### src/rtl/uart_port.sv
// uart_port: 8N1 UART with byte transmitter and buffered receiver.
// Define UART_PORT_RX_FIFO_EN for a 4-entry RX FIFO (default: 1 entry).
module uart_port #(
  parameter int CLKS_PER_BIT = 217
) (
  input  logic       clk,
  input  logic       resetq,
  input  logic       uart0_wr,
  input  logic [7:0] uart_w,
  input  logic       uart0_rd,
  output logic [7:0] uart0_data,
  output logic       uart0_valid,
  output logic       uart0_busy,
  output logic       uart0_ovf,
  output logic       uart_txd,
  input  logic       uart_rxd
);

  localparam logic [15:0] LAST = 16'(CLKS_PER_BIT - 1);
  localparam logic [15:0] HALF = 16'(CLKS_PER_BIT / 2 - 1);

`ifdef UART_PORT_RX_FIFO_EN
  localparam int DEPTH = 4;
`else
  localparam int DEPTH = 1;
`endif

  localparam int PW = (DEPTH > 1) ? $clog2(DEPTH) : 1;
  localparam logic [PW-1:0] PMAX = PW'(DEPTH - 1);
  localparam logic [2:0] FULL = 3'(DEPTH);

  typedef enum logic [1:0] {
    S_IDLE,
    S_START,
    S_DATA,
    S_STOP
  } state_t;

  // ---------------- transmitter ----------------
  state_t      tx_st, tx_nx;
  logic [15:0] tx_cnt, tx_cnt_n;
  logic [2:0]  tx_bit, tx_bit_n;
  logic [7:0]  tx_sh, tx_sh_n;
  logic        tx_wrap;

  assign tx_wrap = (tx_cnt == LAST);

  // TX state register
  always_ff @(posedge clk or negedge resetq) begin
    if (!resetq) begin
      tx_st  <= S_IDLE;
      tx_cnt <= '0;
      tx_bit <= '0;
      tx_sh  <= '0;
    end else begin
      tx_st  <= tx_nx;
      tx_cnt <= tx_cnt_n;
      tx_bit <= tx_bit_n;
      tx_sh  <= tx_sh_n;
    end
  end

  // TX next state: writes only accepted while idle
  always_comb begin
    tx_nx    = tx_st;
    tx_cnt_n = tx_cnt;
    tx_bit_n = tx_bit;
    tx_sh_n  = tx_sh;
    unique case (tx_st)
      S_IDLE: begin
        if (uart0_wr) begin
          tx_nx    = S_START;
          tx_cnt_n = '0;
          tx_sh_n  = uart_w;
        end
      end
      S_START: begin
        if (tx_wrap) begin
          tx_nx    = S_DATA;
          tx_cnt_n = '0;
          tx_bit_n = '0;
        end else begin
          tx_cnt_n = tx_cnt + 16'd1;
        end
      end
      S_DATA: begin
        if (tx_wrap) begin
          tx_cnt_n = '0;
          tx_sh_n  = {1'b0, tx_sh[7:1]};
          if (tx_bit == 3'd7) tx_nx = S_STOP;
          else tx_bit_n = tx_bit + 3'd1;
        end else begin
          tx_cnt_n = tx_cnt + 16'd1;
        end
      end
      S_STOP: begin
        if (tx_wrap) begin
          tx_nx    = S_IDLE;
          tx_cnt_n = '0;
        end else begin
          tx_cnt_n = tx_cnt + 16'd1;
        end
      end
      default: tx_nx = S_IDLE;
    endcase
  end

  // TX line and busy decode from registered state
  always_comb begin
    uart_txd   = 1'b1;
    uart0_busy = (tx_st != S_IDLE);
    unique case (tx_st)
      S_START: uart_txd = 1'b0;
      S_DATA:  uart_txd = tx_sh[0];
      default: uart_txd = 1'b1;
    endcase
  end

  // ---------------- receiver ----------------
  logic [1:0] rx_sync;
  logic       rx_s, rx_prev, rx_fall;

  // two-flop synchronizer plus edge history
  always_ff @(posedge clk or negedge resetq) begin
    if (!resetq) begin
      rx_sync <= 2'b11;
      rx_prev <= 1'b1;
    end else begin
      rx_sync <= {rx_sync[0], uart_rxd};
      rx_prev <= rx_sync[1];
    end
  end

  assign rx_s    = rx_sync[1];
  assign rx_fall = rx_prev & ~rx_s;

  state_t      rx_st, rx_nx;
  logic [15:0] rx_cnt, rx_cnt_n;
  logic [2:0]  rx_bit, rx_bit_n;
  logic [7:0]  rx_sh, rx_sh_n;
  logic        rx_wrap, push;

  assign rx_wrap = (rx_cnt == LAST);

  // RX state register
  always_ff @(posedge clk or negedge resetq) begin
    if (!resetq) begin
      rx_st  <= S_IDLE;
      rx_cnt <= '0;
      rx_bit <= '0;
      rx_sh  <= '0;
    end else begin
      rx_st  <= rx_nx;
      rx_cnt <= rx_cnt_n;
      rx_bit <= rx_bit_n;
      rx_sh  <= rx_sh_n;
    end
  end

  // RX next state: mid-bit sampling, glitch and framing rejection
  always_comb begin
    rx_nx    = rx_st;
    rx_cnt_n = rx_cnt;
    rx_bit_n = rx_bit;
    rx_sh_n  = rx_sh;
    push     = 1'b0;
    unique case (rx_st)
      S_IDLE: begin
        if (rx_fall) begin
          rx_nx    = S_START;
          rx_cnt_n = '0;
        end
      end
      S_START: begin
        if (rx_cnt == HALF) begin
          rx_cnt_n = '0;
          rx_bit_n = '0;
          rx_nx    = rx_s ? S_IDLE : S_DATA;
        end else begin
          rx_cnt_n = rx_cnt + 16'd1;
        end
      end
      S_DATA: begin
        if (rx_wrap) begin
          rx_cnt_n = '0;
          rx_sh_n  = {rx_s, rx_sh[7:1]};
          if (rx_bit == 3'd7) rx_nx = S_STOP;
          else rx_bit_n = rx_bit + 3'd1;
        end else begin
          rx_cnt_n = rx_cnt + 16'd1;
        end
      end
      S_STOP: begin
        if (rx_wrap) begin
          rx_nx    = S_IDLE;
          rx_cnt_n = '0;
          push     = rx_s;
        end else begin
          rx_cnt_n = rx_cnt + 16'd1;
        end
      end
      default: rx_nx = S_IDLE;
    endcase
  end

  // ---------------- receive buffer ----------------
  logic [7:0]    mem [0:(1<<PW)-1];
  logic [PW-1:0] wp, rp;
  logic [2:0]    cnt;
  logic          pop, full, acc, drop;

  function automatic logic [PW-1:0] nxt(input logic [PW-1:0] p);
    return (p == PMAX) ? '0 : p + PW'(1);
  endfunction

  assign pop  = uart0_rd & (cnt != 3'd0);
  assign full = (cnt == FULL);
  assign acc  = push & (~full | pop);
  assign drop = push & full & ~pop;

  // buffer storage, pointers and sticky overrun
  always_ff @(posedge clk or negedge resetq) begin
    if (!resetq) begin
      for (int i = 0; i < (1 << PW); i++) mem[i] <= '0;
      wp        <= '0;
      rp        <= '0;
      cnt       <= '0;
      uart0_ovf <= 1'b0;
    end else begin
      if (acc) begin
        mem[wp] <= rx_sh;
        wp      <= nxt(wp);
      end
      if (pop) rp <= nxt(rp);
      cnt       <= cnt + 3'(acc) - 3'(pop);
      uart0_ovf <= uart0_ovf | drop;
    end
  end

  assign uart0_data  = mem[rp];
  assign uart0_valid = (cnt != 3'd0);

endmodule
### config.mk
export PLATFORM = sky130hd
export DESIGN_NAME = uart_port
export DESIGN_NICKNAME = d
export VERILOG_FILES = /design/src/rtl/uart_port.sv
export SDC_FILE = /design/constraint.sdc
export NUM_CORES = 1
export LEC_CHECK = 0
export BUFFER_PORTS_ARGS = -buffer_cell sky130_fd_sc_hd__buf_4
export CORE_AREA = 2 2 110 112
export DETAILED_ROUTE_END_ITERATION = 16
export DIE_AREA = 0 0 112 114
export GPL_TIMING_DRIVEN = 1
export PLACE_DENSITY = 0.52
export SYNTH_ARGS = -nofsm -noshare
export SYNTH_HDL_FRONTEND = slang
export SYNTH_SLANG_ARGS = --single-unit
export TNS_END_PERCENT = 1
### constraint.sdc
create_clock -name clk -period 7.8 [get_ports clk]
set_input_delay 0.39 -clock clk [delete_from_list [all_inputs] [get_ports clk]]
set_output_delay 0.39 -clock clk [all_outputs]
set_load 0.02 [all_outputs]
After elaboration in Yosys (flattened, before gate mapping)
Cells that the tools add are included.
{"block": "classes", "addsub": 8, "n_bitwise": 12, "order_cmp": 3, "n_eq_ne": 24, "n_reduce_logical": 16, "n_mux": 42}
{"operator": "$mux 16", "count": 5}
{"operator": "$mux 8", "count": 6}
{"operator": "$pmux 16 s3", "count": 1}
{"operator": "$add 16x1->16 const B", "count": 2}
{"operator": "$eq 16x8->1 const B", "count": 2}
{"operator": "$pmux 16 s2", "count": 1}
{"operator": "$ne 2x2->1 const B", "count": 12}
{"operator": "$mux 2", "count": 11}
{"operator": "$mux 3", "count": 6}
{"operator": "$bwmux 16", "count": 1}
{"operator": "$eq 16x7->1 const B", "count": 1}
{"operator": "$pmux 2 s4", "count": 2}
{"operator": "$pmux 8 s2", "count": 1}
{"operator": "$pmux 3 s2", "count": 2}
{"operator": "$reduce_and 5->1", "count": 2}
{"operator": "$demux 8 s1", "count": 1}
{"operator": "$eq 2x2->1 const B", "count": 4}
{"operator": "$reduce_and 4->1", "count": 2}
{"operator": "$reduce_bool 2->1", "count": 4}
{"operator": "$add 3x1->3 const B", "count": 2}
{"operator": "$eq 3x3->1 const B", "count": 2}
{"operator": "$and 1x1->1", "count": 5}
{"operator": "$eq 2x1->1 const B", "count": 2}
{"operator": "$ge 2x2->1 const B", "count": 2}
{"operator": "other kinds (17)", "count": 26}
{"block": "totals", "inputBits": 13, "out_inout_bits": 12, "regBits": 83, "wordCells": 121}

Depth between registers and ports, before layout
Gate-level depths: netlist of the first run.
{"block": "logic_depth", "ltp_word": 6, "mapped_depth": 11, "mapped_depth_nobuf": 11}

Worst setup path before layout of the first run
No wires, ideal clock.
{"block": "synth_path", "path_type": "reg-to-reg", "from": "reg rx_cnt[0]", "to": "reg cnt[2]", "arrival_ns": 2.557, "setup_slack_ns": 5.163, "t_required_ns": 7.720, "path_stages_with_launch": 12, "period_less_slack_ns": 2.637, "path_cell_list": "dfrtp_1 > inv_1 > ha_1 > and4b_1 > nand4_2 > or3_1 > ha_1 > inv_1 > ha_1 > fa_1 > xnor2_1 > xnor2_1"}
{"block": "synth_between", "elab_chain_cells": 6}
{"item": "from (decl)", "line_no": "138", "source": "logic [15:0] rx_cnt, rx_cnt_n;"}
{"item": "from (signal assigned)", "line_no": "154", "source": "rx_cnt <= rx_cnt_n;"}
{"item": "$eq 16x8->1", "line_no": "143", "source": "assign rx_wrap = (rx_cnt == LAST);"}
{"item": "$mux 1", "line_no": "194", "source": "if (rx_wrap) begin"}
{"item": "$mux 1", "line_no": "167", "source": "unique case (rx_st)"}
{"item": "$and 1x1->1", "line_no": "218", "source": "assign acc = push & (~full | pop);"}
{"item": "$add 3x1->3", "line_no": "235", "source": "cnt <= cnt + 3'(acc) - 3'(pop);"}
{"item": "$sub 3x1->3", "line_no": "235"}
{"item": "to (signal assigned)", "line_no": "235"}
{"item": "to (decl)", "line_no": "209", "source": "logic [2:0] cnt;"}
Every way passes these cells.
A chain may end at the register's enable or synchronous reset.

Worst setup path after layout of the first run
Same ends and word-level chain as after synthesis.

==> qor.csv, run 1 <==
stage,metric,value,unit
run_status,status,finished clean,
floorplan,fp.coreArea,0.01171,sq mm
setup_path,cp_slowest_stage_delay,0.44,ns
logic_synthesis,synth_area_per_cell,10.34,sq um
logic_synthesis,synth_flop_cell,dfrtp_1,
power_and_ir_drop,internal-power,0.0007708,W
power_and_ir_drop,power_density,234.7,mW/mm^2
setup_path,critPathKind,reg2reg,
logic_synthesis,ys_seq_area_share,47.73,%
final_layout,nets,422,
cts,cts_setup_buffers,0,
setup_path,required,8.05,ns
power_and_ir_drop,switching_share,26.27,%
cts,clock_latency,0.33,ns
cts,clk_pin_slew_worst_paths,0.06,ns
timing,tightest_slew,0.9367,ns
grt,grt_max_degree,74,
cts,cts_tree,built,
setup_path,critPathTopFamily,adder cells,
timing,fin_crit_sh,36.07,%
drt,drt-met1-wl,3635,um
power_and_ir_drop,power_switching,0.0002746,W
setup_path,path_buf_inv,2,
cts,h-tree-depth,3,
logic_synthesis,postSynthCellCount,371,
cts,clock-sinks,73,
setup_path,cp-start-kind,register,
timing,setup_viol,0,
drt,met3WireLength,322,um
power_and_ir_drop,ir_drop,0.1314,mV
place,port_buffers,24,
setup_path,worst_ep_arrival_time,3.06,ns
final_layout,fill_cells,1177,
logic_synthesis,yosysWarnings,0,
power_and_ir_drop,p_comb_share,14.1,%
timing,rsz0062_at_grt,no,
timing,slew_headroom,37.55,%
grt,grt_usage,12.52,%
grt,grt_pass1_wl,13080,um
cts,cts_buffer_depth,2,
logic_synthesis,synth_edf_count,0,
drt,postRouteAntennaNets,0,
logic_synthesis,synth.net_count,400,
timing,hold_ws,0.1630,ns
cts,ctsHoldBuffers,0,
drt,top_layer_used,met4,
drt,vias,2762,
power_and_ir_drop,static-leakage-power,2.010,nW
setup_path,rrSetupSlack,4.99,ns
drt,drtPass1Iterations,4,
setup_path,critical_path.cell_chain,"inv_1, ha_1, and4b_1, nand4_2, or3_1, ha_1, inv_1, ha_1, fa_1, xnor2_1, xnor2_1",
final_layout,syn2layout_area_growth,16.18,%
setup_path,endpoint_kind,register,
grt,grt_pass1_vias,2737,
grt,grt.overflow.total,0,
drt,drc,0,
grt,antenna_found_initial,0,
place,hpwl,4982,um
drt,drt_first_iter_violations,128,
floorplan,die_h,114,um
cts,cts_resized,0,
logic_synthesis,synthArstFlopShare,100.0,%
drt,wl_per_cell,13.66,um
final_layout,antenna_cells,0,
setup_path,cp_common_cell,ha_1,
timing,setup_tns,0,ns
final_layout,final_util,38.04,%
floorplan,die_area,0.01277,sq mm
timing,hold_viol_final,0,
drt,viasPerCell,5.077,
logic_synthesis,ys_types,58,
cts,cts_made_buffers,9,
cts,root_buffer,clkbuf_16,
power_and_ir_drop,p_seq_share,40.8,%
logic_synthesis,ys_ff_latch,73,
timing,layout_min_cycle_time,2.814,ns
timing,drv_slew,0,
place,gp_congestion,0.7559,
floorplan,io_pins,25,
timing,finClkSkew,0.006288,ns
drt,met2_length,3379,um
floorplan,chipWidth,112,um
final_layout,drive_gt1_share,17.88,%
min_path,min-delay-path-class,in2reg,
drt,wirelength,7433,um
logic_synthesis,netlist_area,0.003835,sq mm
flow_run,maxCapViolations,0,
timing,fmax,355.4,MHz
setup_path,worstPathMaxFanout,6,
floorplan,initial_core_util,32.75,%
power_and_ir_drop,clkPwrFrac,45.0,%
floorplan,placementRows,40,
setup_path,critPathSlowestCell,dfrtp_1,
## Yosys cell counts, types with 3 or more instances
library cell	instances	area share, %
nor4_1	3	0.49
ha_1	15	4.9
o21ai_0	15	2.0
mux2i_1	4	1.0
nand2b_1	3	0.49
dfrtp_1	70	46
inv_1	25	2.4
nor2_1	32	3.1
nor3_1	3	0.39
mux2_2	16	4.7
o21ai_1	4	0.52
and3_1	5	0.82
o22ai_1	12	2.0
xnor2_1	12	2.7
xor2_1	10	2.3
a21oi_1	14	1.8
nand3_1	15	2.0
nand2_1	24	2.3
a31oi_1	15	2.4
nor2b_1	3	0.49
buf_6	3	0.88
clkbuf_1	7	0.69
a22o_1	7	1.6
dfstp_2	3	2.1
nand4_1	8	1.3
## power by group through the flow
stage	logic (W)	registers (W)	clock network, W
2_1_floorplan	0.000122	0.000426	0
3_3_place_gp	0.000147	0.000432	0
3_5_place_dp	0.000149	0.000433	0
4_1_cts	0.000150	0.000426	0.000482
5_1_grt	0.000169	0.000429	0.000498
6_report	0.000148	0.000427	0.000471
## worst paths after layout
| check | from | endpoint | depth (start not counted) |
|---|---|---|---|
| min in group asynchronous | resetq | rx_cnt[9]$_DFFE_PN0P_ | 1 |
| max in group asynchronous | resetq | tx_st[0]$_DFFE_PN0P_ | 1 |
| setup reg to reg | rx_cnt[0]$_DFFE_PN0P_ | cnt[2]$_DFF_PN0_ | 11 |
| hold / removal | uart_rxd | rx_sync[0]$_DFF_PN1_ | 1 |
| setup / recovery | rx_cnt[0]$_DFFE_PN0P_ | cnt[2]$_DFF_PN0_ | 11 |
| hold reg to reg | rx_sync[0]$_DFF_PN1_ | rx_sync[1]$_DFF_PN1_ | 0 |
## cell usage in the layout, fill, tap and decap left out, types with 4 or more instances in the layout
| master | synthesis | final |
|---|---|---|
| o21ai_0 | 15 | 15 |
| nand3_1 | 15 | 15 |
| nand2_1 | 24 | 24 |
| a22o_1 | 7 | 7 |
| xor2_1 | 10 | 10 |
| xnor2_1 | 12 | 12 |
| dfrtp_1 | 70 | 70 |
| buf_4 | 1 | 24 |
| mux2_2 | 16 | 16 |
| o21ai_1 | 4 | 4 |
| mux2i_1 | 4 | 4 |
| a21oi_1 | 14 | 14 |
| ha_1 | 15 | 15 |
| o22ai_1 | 12 | 12 |
| nand4_1 | 8 | 8 |
| and3_1 | 5 | 5 |
| nor2_1 | 32 | 32 |
| clkbuf_16 | 0 | 9 |
| inv_1 | 25 | 25 |
| a31oi_1 | 15 | 15 |
## routing by layer
metal  global-route usage (%)  up-vias
li1                         -     1365
met1                    16.54     1330
met2                    19.80       56
met3                    3.773       11
met4                    4.146        0
met5                        0        -
## state kept, by name, summed over array words and instances, names as in the netlist, named ones only
register,count
rx_cnt,16
tx_cnt,16
mem,8
rx_sh,8
tx_sh,8
cnt,3
rx_bit,3
tx_bit,3
rx_sync,2
tx_st,2
rx_prev,1
rx_st,1
uart0_ovf,1
## area by class of cell
class / instances / area [sq um] / area share (%)
tap: 147 / 183.9 / 4.128
clock inverter: 5 / 103.9 / 2.331
clock buffer: 10 / 229.0 / 5.139
sequential: 73 / 1831 / 41.08
inverter: 25 / 93.84 / 2.106
multi-input combinational: 260 / 1834 / 41.17
timing repair buffer: 24 / 180.2 / 4.044
## through the flow
stage          worst slack (ns)   power, W  cells  cell area (sq um)
5_1_grt                   4.827   0.001096    544               4456
3_5_place_dp              4.992  0.0005822    529               4123
2_1_floorplan             5.163  0.0005482    371               3835
6_report                  4.986   0.001045    544               4456
3_3_place_gp              5.066  0.0005787    529               4123
4_1_cts                   4.973   0.001058    544               4456
## cell families (layout without fill, tap and decap cells)
family          count (synthesis)  in the layout  synth area share, %
xor+xnor                       22             22                5.024
simple gates                  125            125                18.86
compound gates                 76             76                12.50
flops                          73             73                47.73
mux                            21             21                6.036
buf+inv                        38             64                4.437
fa+ha+maj                      16             16                5.416
No activity file was read; power rests on OpenSTA's default activity.
==> inputs of run 2 (changes only) <==
- clock period: 7.8 -> 2.7 ns (I/O delays scaled with it)
==> qor.csv, run 2 (synthesized netlist as in run 1, its figures left out) <==
stage,metric,value,unit,change
run_status,status,finished clean,,
setup_path,rrSetupSlack,0.20,ns,-4.78 ns
setup_path,worst_ep_arrival_time,2.71,ns,-0.35 ns
power_and_ir_drop,p_comb_share,18.9,%,+4.8 points
timing,rsz0062_at_grt,no,,
cts,h-tree-depth,3,,unchanged
power_and_ir_drop,power_switching,0.0008421,W,+210%
final_layout,fill_cells,1165,,-1.0%
final_layout,layout_commonest_cell,dfrtp_1,,
power_and_ir_drop,internal-power,0.002030,W,+160%
final_layout,syn2layout_area_growth,19.67,%,
setup_path,endpoint_kind,register,,
floorplan,fp.coreArea,0.01171,sq mm,unchanged
cts,clock-sinks,73,,unchanged
setup_path,required,2.91,ns,-5.14 ns
power_and_ir_drop,p_total,0.002873,W,+170%
grt,grt.overflow.total,0,,unchanged
timing,drv_slew,0,,unchanged
grt,grt_pass1_vias,2755,,+0.66%
place,preCtsSetupSlack,0.07907,ns,-4.913 ns
floorplan,io_pins,25,,unchanged
floorplan,die_h,114,um,unchanged
grt,grt_max_degree,74,,unchanged
final_layout,ff_latch_area,0.001831,sq mm,unchanged
min_path,min-delay-path-class,in2reg,,
drt,drt_first_iter_violations,127,,-0.78%
setup_path,worstPathMaxFanout,2,,-4
drt,wl_per_cell,13.48,um,-1.3%
timing,hold_ws,0.1179,ns,-0.04502 ns
final_layout,top_regs,"rx_cnt (16), tx_cnt (16)",,
timing,fmax,400.4,MHz,+13%
timing,hold_viol_final,0,,unchanged
floorplan,die_area,0.01277,sq mm,unchanged
cts,cts_buffer_depth,2,,unchanged
drt,wirelength,7645,um,+2.9%
drt,vias,2841,,+2.9%
place,gp_congestion,0.7602,,+0.57%
cts,clk_pin_slew_worst_paths,0.06,ns,about the same
final_layout,multi_input_area,0.001849,sq mm,+0.82%
power_and_ir_drop,power_density,625.9,mW/mm^2,+170%
cts,root_buffer,clkbuf_16,,
grt,grt_pass1_wl,13330,um,+2.0%
drt,postRouteAntennaNets,0,,unchanged
timing,fin_crit_sh,92.51,%,+56 points
place,port_buffers,24,,unchanged
grt,grt_usage,12.74,%,+0.22 points
grt,antenna_found_initial,0,,unchanged
floorplan,chipWidth,112,um,unchanged
drt,drtPass1Iterations,4,,unchanged
final_layout,stdcell_count,567,,+4.2%
setup_path,reg2reg_depth,11,,unchanged
timing,setup_tns,0,ns,unchanged
final_layout,nets,444,,+5.2%
timing,finalWorstSetupSlack,0.2022,ns,-4.784 ns
setup_path,r2r_end,cnt[2]$_DFF_PN0_,,
place,hpwl,5240,um,+5.2%
flow_run,maxCapViolations,0,,unchanged
place,dp.cells,547,,+3.4%
setup_path,crit_end,cnt[2]$_DFF_PN0_,,
timing,tightest_slew,0.9656,ns,+0.02882 ns
cts,cts_tree,built,,
drt,drc,0,,unchanged
final_layout,antenna_cells,0,,unchanged
setup_path,rr_startpoint,rx_cnt[1]$_DFFE_PN0P_,,
power_and_ir_drop,static-leakage-power,2.094,nW,+4.2%
drt,viasPerCell,5.011,,-1.3%
floorplan,initial_core_util,32.75,%,unchanged
setup_path,critPathKind,reg2reg,,
final_layout,mostFrequentLayoutCells,"dfrtp_1 (70), buf_4 (44), nor2_1 (32)",,
power_and_ir_drop,clkPwrFrac,38.8,%,-6.2 points
cts,cts_made_buffers,9,,unchanged
floorplan,placementRows,40,,unchanged
power_and_ir_drop,p_seq_share,42.4,%,+1.6 points
final_layout,drive_gt1_share,23.33,%,+5.4 points
timing,finClkSkew,0.006764,ns,+0.0004755 ns
timing,slew_headroom,35.63,%,-1.9 points
cts,clock_latency,0.33,ns,about the same
power_and_ir_drop,ir_drop,0.4024,mV,+210%
power_and_ir_drop,switching_share,29.31,%,+3.0 points
setup_path,cp-start-kind,register,,
timing,layout_min_cycle_time,2.498,ns,-0.3158 ns
timing,setup_viol,0,,unchanged
setup_path,startpoint,rx_cnt[1]$_DFFE_PN0P_,,
==> run 2: cell types whose count changed in the layout (fill, tap and decap cells not counted), sizes merged <==
cell         previous run  this run
clkinv                  1         5
dlygate4sd3             0         2
buf                    24        44
bufinv                  3         0
clkinvlp                0         1
clkbuf                 10         9
==> run 2: metrics by stage <==
stage / utilization [%] / cell area, sq um
finish: 39.19 / 4589
global route: 39.19 / 4589
CTS: 38.93 / 4559
detailed placement: 36.36 / 4258
global placement: 36.36 / 4258
floorplan: - / 3835
==> run 2: timing repair <==
action / in CTS / in global routing
endpoints found under the setup margin: 0 / 1
endpoints found under the hold margin: 8 / 0
resized for setup: 0 / 5
hold buffers: 2 / 0
setup buffers: 0 / 2
==> run 2: power by group through the flow <==
stage          registers (W)  logic [W]  clock network, W
2_1_floorplan        0.00123   0.000352                 0
6_report             0.00122   0.000541           0.00111
3_5_place_dp         0.00123   0.000513                 0
3_3_place_gp         0.00123   0.000500                 0
5_1_grt              0.00123   0.000624           0.00119
4_1_cts              0.00121   0.000514           0.00115
==> run 2: worst min path at each step <==
stage / startpoint / end / slack (ns) / cells past startpoint
3_5_place_dp: uart_rxd / rx_sync[0]$_DFF_PN1_ / 0.26 / 1
2_1_floorplan: resetq / async pin / -0.16 / 0
6_report: uart_w[0] / tx_sh[0]$_DFFE_PN0P_ / 0.12 / 3
5_1_grt: uart_w[0] / tx_sh[0]$_DFFE_PN0P_ / 0.13 / 3
3_3_place_gp: uart_rxd / rx_sync[0]$_DFF_PN1_ / 0.26 / 1
4_1_cts: uart_w[0] / tx_sh[0]$_DFFE_PN0P_ / 0.11 / 3
==> run 2: critical path: stages, from the launching register on <==
cell and delay [ns]:
dfrtp_1 0.39, inv_2 0.06, ha_2 0.15, and4b_1 0.22, nand4_2 0.13, or3_1 0.33
ha_1 0.28, inv_1 0.04, ha_2 0.17, fa_2 0.37, xnor2_2 0.14, xnor2_1 0.13
==> run 2: area by class of cell <==
type                       count  share of cell area (%)
sequential                    73                   39.89
multi-input combinational    260                   40.29
tap                          147                   4.008
timing repair buffer          46                   7.634
inverter                      25                   2.045
clock buffer                   9                   4.907
clock inverter                 7                   1.227
==> run 2: metal layers <==
metal	share of wire, %	global-route usage (%)	up-vias
met4	1.3	3.659	0
met3	3.2	3.241	10
met5	0	0	-
met1	50	17.31	1369
met2	46	20.32	44
li1	-	-	1418
==> inputs of run 3 (changes only) <==
- BUFFER_PORTS_ARGS: -buffer_cell sky130_fd_sc_hd__buf_4 -> default
- DONT_BUFFER_PORTS: default -> 1
- PLACE_DENSITY: 0.52 -> 0.5
==> qor.csv, run 3 (synthesized netlist as in run 1, its figures left out) <==
stage,metric,value,unit,change
final_layout,syn2layout_area_growth,15.86,%,
final_layout,fill_cells,1167,,+0.17%
final_layout,antenna_cells,0,,unchanged
drt,drc,0,,unchanged
grt,grt_usage,12.82,%,+0.078 points
final_layout,top_regs,"rx_cnt (16), tx_cnt (16)",,
setup_path,critical_path.cell_chain,"nor4_4, nand4_2, or3_1, ha_1, inv_1, ha_1, fa_2, xnor2_2, xnor2_1",,
timing,layout_min_cycle_time,2.539,ns,+0.04086 ns
drt,wl_per_cell,14.13,um,+4.8%
cts,clock_latency,0.34,ns,about the same
cts,clk_pin_slew_worst_paths,0.06,ns,about the same
power_and_ir_drop,power_density,667.4,mW/mm^2,+6.6%
floorplan,chipWidth,112,um,unchanged
power_and_ir_drop,p_comb_share,17.3,%,-1.6 points
timing,drv_slew,0,,unchanged
setup_path,cp_common_cell,ha_1,,
place,placed_area,0.004078,sq mm,-4.2%
place,dp.cells,523,,-4.4%
drt,postRouteAntennaNets,0,,unchanged
place,gp_congestion,0.7853,,+3.3%
power_and_ir_drop,clkPwrFrac,41.7,%,+2.9 points
floorplan,initial_core_util,32.75,%,unchanged
drt,viasPerCell,5.052,,+0.82%
setup_path,endpoint_kind,register,,
power_and_ir_drop,static-leakage-power,1.994,nW,-4.8%
final_layout,drive_gt1_share,17.47,%,-5.9 points
place,hpwl,5201,um,-0.75%
setup_path,worst_ep_arrival_time,2.76,ns,+0.05 ns
final_layout,stdcell_count,542,,-4.4%
drt,drt_first_iter_violations,170,,+34%
power_and_ir_drop,ir_drop,0.4588,mV,+14%
grt,grt_max_degree,74,,unchanged
timing,finClkSkew,0.007407,ns,+0.0006436 ns
drt,wirelength,7657,um,+0.16%
timing,setup_viol,0,,unchanged
power_and_ir_drop,internal-power,0.002149,W,+5.9%
floorplan,io_pins,25,,unchanged
flow_run,maxCapViolations,0,,unchanged
drt,drtPass1Iterations,4,,unchanged
grt,grt_pass1_vias,2741,,-0.51%
timing,fin_crit_sh,94.02,%,+1.5 points
cts,cts_tree,built,,
cts,cts_buffer_depth,2,,unchanged
setup_path,critPathKind,reg2reg,,
grt,grt_pass1_wl,13280,um,-0.41%
timing,setup_tns,0,ns,unchanged
final_layout,mostFrequentLayoutCells,"dfrtp_1 (70), nor2_1 (32), inv_1 (25)",,
setup_path,cp_slowest_stage_delay,0.45,ns,+0.06 ns
cts,cts_setup_buffers,0,,unchanged
timing,hold_viol_final,0,,unchanged
final_layout,final_util,37.94,%,-1.3 points
timing,slew_headroom,52.47,%,+17 points
run_status,status,finished clean,,
floorplan,fp.coreArea,0.01171,sq mm,unchanged
drt,vias,2738,,-3.6%
power_and_ir_drop,switching_share,27.51,%,-1.8 points
setup_path,worstPathMaxFanout,5,,+3
grt,grt.overflow.total,0,,unchanged
timing,rsz0062_at_grt,no,,
timing,fmax,393.9,MHz,-1.6%
final_layout,layout_commonest_cell,dfrtp_1,,
cts,clock-sinks,73,,unchanged
cts,root_buffer,clkbuf_16,,
setup_path,critPathTopFamily,simple AND/OR/NAND/NOR gates,,
setup_path,cp-start-kind,register,,
floorplan,placementRows,40,,unchanged
min_path,min-delay-path-class,in2reg,,
grt,antenna_found_initial,0,,unchanged
setup_path,rrSetupSlack,0.16,ns,-0.04 ns
power_and_ir_drop,power_switching,0.0008157,W,-3.1%
setup_path,critPathSlowestCell,dfrtp_1,,
floorplan,die_area,0.01277,sq mm,unchanged
cts,h-tree-depth,3,,unchanged
final_layout,fin_area,0.004443,sq mm,-3.2%
floorplan,die_h,114,um,unchanged
setup_path,required,2.93,ns,+0.02 ns
power_and_ir_drop,p_seq_share,41.0,%,-1.4 points
final_layout,multi_input_area,0.001844,sq mm,-0.27%
cts,cts_made_buffers,9,,unchanged
timing,tightest_slew,0.7056,ns,-0.2600 ns
setup_path,path_buf_inv,1,,-1
timing,hold_ws,0.03013,ns,-0.08781 ns
final_layout,nets,419,,-5.6%
place,port_buffers,0,,-100%
final_layout,ff_latch_area,0.001831,sq mm,unchanged
==> run 3: changes by cell type in the layout (fill, tap and decap cells not counted) <==
cell,change
inv_2,-1
buf_16,+1
inv_1,+1
clkinv_4,-4
ha_2,-2
clkbuf_8,+2
bufinv_16,+1
buf_4,-26
clkbuf_1,+1
ha_1,+2
==> run 3: path summary, 6_finish.rpt <==
check | from | to | cells after the start
min in group asynchronous | resetq | rx_cnt[12]$_DFFE_PN0P_ | 2
setup / recovery | rx_cnt[10]$_DFFE_PN0P_ | cnt[2]$_DFF_PN0_ | 9
setup reg to reg | rx_cnt[10]$_DFFE_PN0P_ | cnt[2]$_DFF_PN0_ | 9
hold / removal | uart_w[0] | tx_sh[0]$_DFFE_PN0P_ | 2
hold reg to reg | rx_sync[0]$_DFF_PN1_ | rx_sync[1]$_DFF_PN1_ | 0
max in group asynchronous | resetq | rx_sync[0]$_DFF_PN1_ | 2
==> run 3: final cells by class <==
| type | count | area share (%) |
|---|---|---|
| Multi-Input combinational cell | 260 | 41.51 |
| Tap cell | 147 | 4.140 |
| Inverter | 25 | 2.112 |
| Sequential cell | 73 | 41.20 |
| Clock inverter | 4 | 1.155 |
| Clock buffer | 12 | 5.773 |
| Timing Repair Buffer | 21 | 4.112 |
==> run 3: worst reg2reg max path: cells and delay by family, from the launching register on <==
kind                       cells  cell delay (ns)
buffers and inverters          1             0.04
xor gates and xnor gates       2             0.27
adders and majority gates      3             0.81
DFF                            1             0.45
and+or+nand+nor                3             0.85
==> run 3: what timing repair did <==
action | CTS | global route
resized for setup | 0 | 2
hold buffers | 3 | 0
hold endpoints to repair | 74 | 0
endpoints found under the setup margin | 0 | 1
==> run 3: layer usage <==
layer	GRT usage, %	up-vias	share of wire (%)
met2	20.20	46	46
met3	3.826	14	3.9
met4	4.878	0	1.7
met5	0	-	0
li1	-	1360	-
met1	16.76	1318	49
==> run 3: per-stage QoR <==
step	total power (W)	setup WS, ns
after floorplan	0.001584	0.06338
after global placement	0.001699	0.1340
after detailed placement	0.001706	0.09404
after CTS	0.002993	0.08464
after global routing	0.003121	0.0007216
final	0.002965	0.1614
==> run 3: power by group through the flow <==
stage | Clock, W | Sequential (W) | Combinational, W
after floorplan | 0 | 0.00123 | 0.000352
after global placement | 0 | 0.00123 | 0.000468
after detailed placement | 0 | 0.00123 | 0.000473
after CTS | 0.00127 | 0.00121 | 0.000507
after global routing | 0.00131 | 0.00123 | 0.000581
final | 0.00124 | 0.00122 | 0.000513
